### config.mk
export PLATFORM = sky130hd
export DESIGN_NAME = plate_char_judge
export DESIGN_NICKNAME = d
export VERILOG_FILES = /design/src/rtl/judge_pkg.sv /design/src/rtl/judge_frame_qualify.sv /design/src/rtl/plate_char_judge.sv
export SDC_FILE = /design/constraint.sdc
export NUM_CORES = 1
export LEC_CHECK = 0
export ABC_CLOCK_PERIOD_IN_PS = 3320
export BUFFER_PORTS_ARGS = -buffer_cell sky130_fd_sc_hd__buf_4
export CAP_MARGIN = 20
export CORE_MARGIN = 5
export CORE_UTILIZATION = 48
export DETAILED_ROUTE_END_ITERATION = 10
export GPL_ROUTABILITY_DRIVEN = 0
export PLACE_DENSITY = 0.78
export SKIP_CTS_REPAIR_TIMING = 1
export SYNTH_ARGS = -nofsm -noshare
export SYNTH_HDL_FRONTEND = slang
export SYNTH_SLANG_ARGS = --single-unit
export TNS_END_PERCENT = 20
### constraint.sdc
create_clock -name clk -period 3.32 [get_ports clk]
set_input_delay 0.166 -clock clk [delete_from_list [all_inputs] [get_ports clk]]
set_output_delay 0.166 -clock clk [all_outputs]
set_load 0.01 [all_outputs]
### src/rtl/judge_pkg.sv
// Shared types and sizes for the plate character judge.
package judge_pkg;

  localparam int unsigned N_SLOTS  = 8;
  localparam int unsigned N_OUT    = 5;
  localparam int unsigned IDX_W    = 4;
  localparam int unsigned DIFF_W   = 16;
  localparam int unsigned CONT_W   = 4;
  localparam int unsigned FRAMES_W = 8;

  localparam logic [IDX_W-1:0] BLANK_IDX = 4'hA;

  typedef enum logic [1:0] {
    IDLE  = 2'd0,
    COUNT = 2'd1,
    DONE  = 2'd2
  } judge_state_e;

endpackage

### src/rtl/judge_frame_qualify.sv
// Combinational frame qualification: counts slots within the difference threshold
// and slices out the candidate characters (slots 7..3).
module judge_frame_qualify
  import judge_pkg::*;
(
  input  logic [N_SLOTS*IDX_W-1:0]  char_index,
  input  logic [N_SLOTS*DIFF_W-1:0] char_diff,
  input  logic [DIFF_W-1:0]         max_diff,
  output logic                      good,
  output logic [N_OUT*IDX_W-1:0]    cand
);

  logic [3:0] n_ok;
  logic       unused_low_idx;

  always_comb begin
    n_ok = '0;
    for (int k = 0; k < N_SLOTS; k++) begin
      if (char_diff[k*DIFF_W +: DIFF_W] <= max_diff) begin
        n_ok = n_ok + 4'd1;
      end
    end
  end

  assign good = (n_ok >= 4'(N_OUT));
  assign cand = char_index[N_SLOTS*IDX_W-1 -: N_OUT*IDX_W];

  // Trailing slots only feed the match count upstream, never the result.
  assign unused_low_idx = ^char_index[(N_SLOTS-N_OUT)*IDX_W-1:0];

endmodule

### src/rtl/plate_char_judge.sv
// Temporal-consistency judge: reports a 5-char plate result once the same
// qualified candidate is seen in enough consecutive frames.
module plate_char_judge
  import judge_pkg::*;
(
  input  logic                      clk,
  input  logic                      rst,
  input  logic [DIFF_W-1:0]         max_diff,
  input  logic [CONT_W-1:0]         min_continue,
  input  logic [FRAMES_W-1:0]       min_counter,
  input  logic [N_SLOTS*IDX_W-1:0]  char_index_c,
  input  logic [N_SLOTS*DIFF_W-1:0] char_diff_c,
  input  logic                      char_valid_c,
  output logic [N_OUT*IDX_W-1:0]    char_index_co,
  output logic                      char_valid_co
);

  logic                   good_c;
  logic [N_OUT*IDX_W-1:0] cand_c;

  logic                   frame_q, good_q;
  logic [N_OUT*IDX_W-1:0] cand_q;

  judge_state_e           state_q, state_d;
  logic [N_OUT*IDX_W-1:0] stored_q, stored_d;
  logic [CONT_W-1:0]      cont_q, cont_d;
  logic [FRAMES_W-1:0]    frames_q, frames_d;
  logic [N_OUT*IDX_W-1:0] out_q, out_d;
  logic [CONT_W-1:0]      need;
  logic                   judge;

  judge_frame_qualify u_qualify (
    .char_index (char_index_c),
    .char_diff  (char_diff_c),
    .max_diff   (max_diff),
    .good       (good_c),
    .cand       (cand_c)
  );

  always_ff @(posedge clk or posedge rst) begin
    if (rst) begin
      frame_q <= 1'b0;
      good_q  <= 1'b0;
      cand_q  <= '0;
    end else begin
      frame_q <= char_valid_c;
      if (char_valid_c) begin
        good_q <= good_c;
        cand_q <= cand_c;
      end
    end
  end

  always_comb begin
    state_d       = state_q;
    stored_d      = stored_q;
    cont_d        = cont_q;
    frames_d      = frames_q;
    out_d         = out_q;
    judge         = 1'b0;
    need          = (min_continue == '0) ? 4'd1 : min_continue;
    char_valid_co = (state_q == DONE);

    unique case (state_q)
      IDLE: begin
        if (frame_q && good_q) begin
          stored_d = cand_q;
          cont_d   = 4'd1;
          frames_d = 8'd1;
          judge    = 1'b1;
        end
      end
      COUNT: begin
        if (frame_q) begin
          if (frames_q != '1) frames_d = frames_q + 8'd1;
          // cont==0 marks a bad frame since the last load, forcing a reload
          if (!good_q) begin
            cont_d = '0;
          end else if (cont_q != '0 && cand_q == stored_q) begin
            if (cont_q != '1) cont_d = cont_q + 4'd1;
          end else begin
            stored_d = cand_q;
            cont_d   = 4'd1;
          end
          judge = 1'b1;
        end
      end
      DONE:    state_d = IDLE;
      default: state_d = IDLE;
    endcase

    if (judge) begin
      if (cont_d >= need) begin
        state_d = DONE;
        out_d   = stored_d;
      end else if (min_counter != '0 && frames_d >= min_counter) begin
        state_d = IDLE;
      end else begin
        state_d = COUNT;
      end
    end
  end

  always_ff @(posedge clk or posedge rst) begin
    if (rst) begin
      state_q  <= IDLE;
      stored_q <= '0;
      cont_q   <= '0;
      frames_q <= '0;
      out_q    <= '0;
    end else begin
      state_q  <= state_d;
      stored_q <= stored_d;
      cont_q   <= cont_d;
      frames_q <= frames_d;
      out_q    <= out_d;
    end
  end

  assign char_index_co = out_q;

endmodule

==> reports/results.tsv <==
metric	value	unit
synth_cell_types	65	
syn_area_per_cell	9.27	um^2
synth_ff_type	dfrtp_1	
seq_area	1900	um^2
status	complete, but fails checks	
num_io_pins	212	
post-route-util	0.722	
worst-path-buf-inv	3	
crit_type	input port to register	
dp_slack	-1590	ps
hold_path_class	input port to asynchronous set/reset pin	
diodes	0	
grt_max_degree	40	
vias	7073	
multi_input_area	5300	um^2
cts_root_buffer	clkbuf_16	
end_kind	register	
wl_met1	9630	um
seq_area_frac_synth	0.271	
drc	0	
cp.required	3520	ps
drt_iter0_drc	389	
postSynthCellCount	758	
final-hold-violation-count	10	
antenna_found_initial	0	
routedWlPerCell	18.7	um
htree_levels	3	
initial_core_util	0.487	
cts.sinks	76	
critPathLaunchType	input port	
grt_pass1_vias	7204	
grtUsageTotal	0.260	
finalCritPeriodShare	1.36	
arrival	4720	ps
fin_skew	10.2	ps
overflow	0	
finalSetupViolations	23	
power.static_leakage	5.22	nW
powerDensity	508	nW/um^2
synth_async_sr_flop_share	1.00	
route.top_layer_used	met4	
peakVddDrop	0.582	mV
cts_made_buffers	9	
port_buffers	199	
wl_met3	1510	um
clkTransAtPathRegs	70	ps
areaGrowthSynthToFinish	48.1	%
die_area	17200	um^2
fill_cells	1035	
viasPerCell	5.59	
tightest_slew	818	ps
setup_ws	-1200	ps
syn_area	7030	um^2
worstPathCellList	buf_4, inv_1, ha_1, nand4_1, nor4_2, a21boi_1, o31a_1, ha_4, xnor2_4, ha_4, mux2_4, ha_4, inv_1, or3_1, o32ai_1, xor2_1, xor3_1, xnor2_2, a211o_1, o211ai_1, a32oi_1, o311ai_1	
dp_hpwl	18600	um
tritoncts	done	
slew_violations	0	
syn-num-nets	1099	
slowest_delay	370	ps
rsz0062_at_grt	yes	
ant_nets	0	
wl	23600	um
core	14400	um^2
path_delay_family	compound AO/OA/AOI/OAI gates	
synth_edf_count	0	
cpMostUsedCell	ha_4	
cts.path.max_buffers	2	
die_x	131	um
layout.nets	1417	
ys_warn_count	0	
hold_ws	-8.87	ps
most-common-layout-cells	buf_4 (310), ha_1 (135), nand2_1 (82)	
slew-limit-headroom	0.454	
wl_met2	11600	um
dr.pass1.iters	5	
rows	44	
violations	negative hold slack, negative setup slack	
grt_pass1_wl	35000	um
path_max_fanout	4	
die_h	131	um
mostFrequentLayoutCell	buf_4	
crit_path_top_delay_cell	or3_1	
drv_cap	0	
clk_latency	340	ps
fmaxAchievable	0.221	GHz
fin_crit	4520	ps
ys_ff_latch	76	
drive_gt1_frac	0.419	
-- worst paths after layout --
| path | start | endpoint | slack [ps] | depth (start not counted) |
|---|---|---|---|---|
| min in group clk | char_index_c[27] | cand_q[15]$_DFFE_PP0P_ | 60 | 2 |
| worst max-delay path | max_diff[10] | good_q$_DFFE_PP0P_ | -1200 | 22 |
| worst max register to register | cand_q[15]$_DFFE_PP0P_ | char_index_co[8]$_DFFE_PP0P_ | -380 | 18 |
| max in group asynchronous | rst | frames_q[0]$_DFF_PP0_ | 2640 | 3 |
| worst min register to register | char_index_co[10]$_DFFE_PP0P_ | char_index_co[10]$_DFFE_PP0P_ | 490 | 2 |
| worst min-delay path | rst | char_index_co[12]$_DFFE_PP0P_ | -9 | 2 |
-- power breakdown --
group	leakage, nW	internal [mW]	switching (mW)
sequential	0.933	1.24	0.242
combinational	4.14	1.46	1.32
clock	0.143	0.593	0.429
-- synth_stat cells, types with 6 or more instances --
library cell	count	area, um^2
inv_1	52	195
dfrtp_1	76	1900
nor2_1	16	60.1
nand4_1	28	175
xor2_1	22	193
nand2_1	106	398
ha_1	150	1880
o21ai_0	27	135
and3_1	7	43.8
nand2b_1	7	43.8
nor4_1	10	62.6
nand3_1	11	55.1
xnor2_1	10	87.6
nor2b_1	13	81.3
a21o_1	9	67.6
mux2_2	41	462
o211ai_1	6	45.0
a21oi_1	64	320
nor3_1	12	60.1
clkbuf_1	7	26.3
-- layer usage --
layer / vias to the layer above / track usage
li1: 3429 / -
met3: 51 / 0.0447
met1: 3351 / 0.328
met5: - / 0
met2: 242 / 0.450
met4: 0 / 0.0907
-- per-stage QoR --
step,instances,TNS [ps],total power [mW],cell area [um^2]
after floorplan,758,-1200,3.02,7340
after global placement,1243,-6860,3.98,9880
after detailed placement,1243,-7690,4.08,9880
after CTS,1259,-8200,5.13,10200
after global routing,1265,-11910,5.64,10400
final,1265,-8080,5.28,10400
-- flip-flops by register name (all words and copies together), names as in the netlist --
| name | flops |
|---|---|
| stored_q | 20 |
| frame_q | 1 |
| frames_q | 8 |
| cont_q | 4 |
| cand_q | 20 |
| good_q | 1 |
| char_index_co | 20 |
| state_q | 2 |
-- area by class of cell --
cell class | count | share of cell area
Inverter | 52 | 0.0210
Clock inverter | 7 | 0.00769
Clock buffer | 9 | 0.0216
Sequential cell | 76 | 0.183
Tap cell | 184 | 0.0221
Timing Repair Buffer | 316 | 0.235
Multi-Input combinational cell | 621 | 0.510
-- logic make-up after synthesis --
logic type,share of synthesized area
AO/OA/AOI/OAI,0.148
XOR/XNOR,0.0524
adder cells (fa/ha/maj),0.267
buffers and inverters,0.0326
flip-flops,0.271
multiplexers,0.0671
AND/OR/NAND/NOR,0.162
No activity file was read; power rests on OpenSTA's default activity.
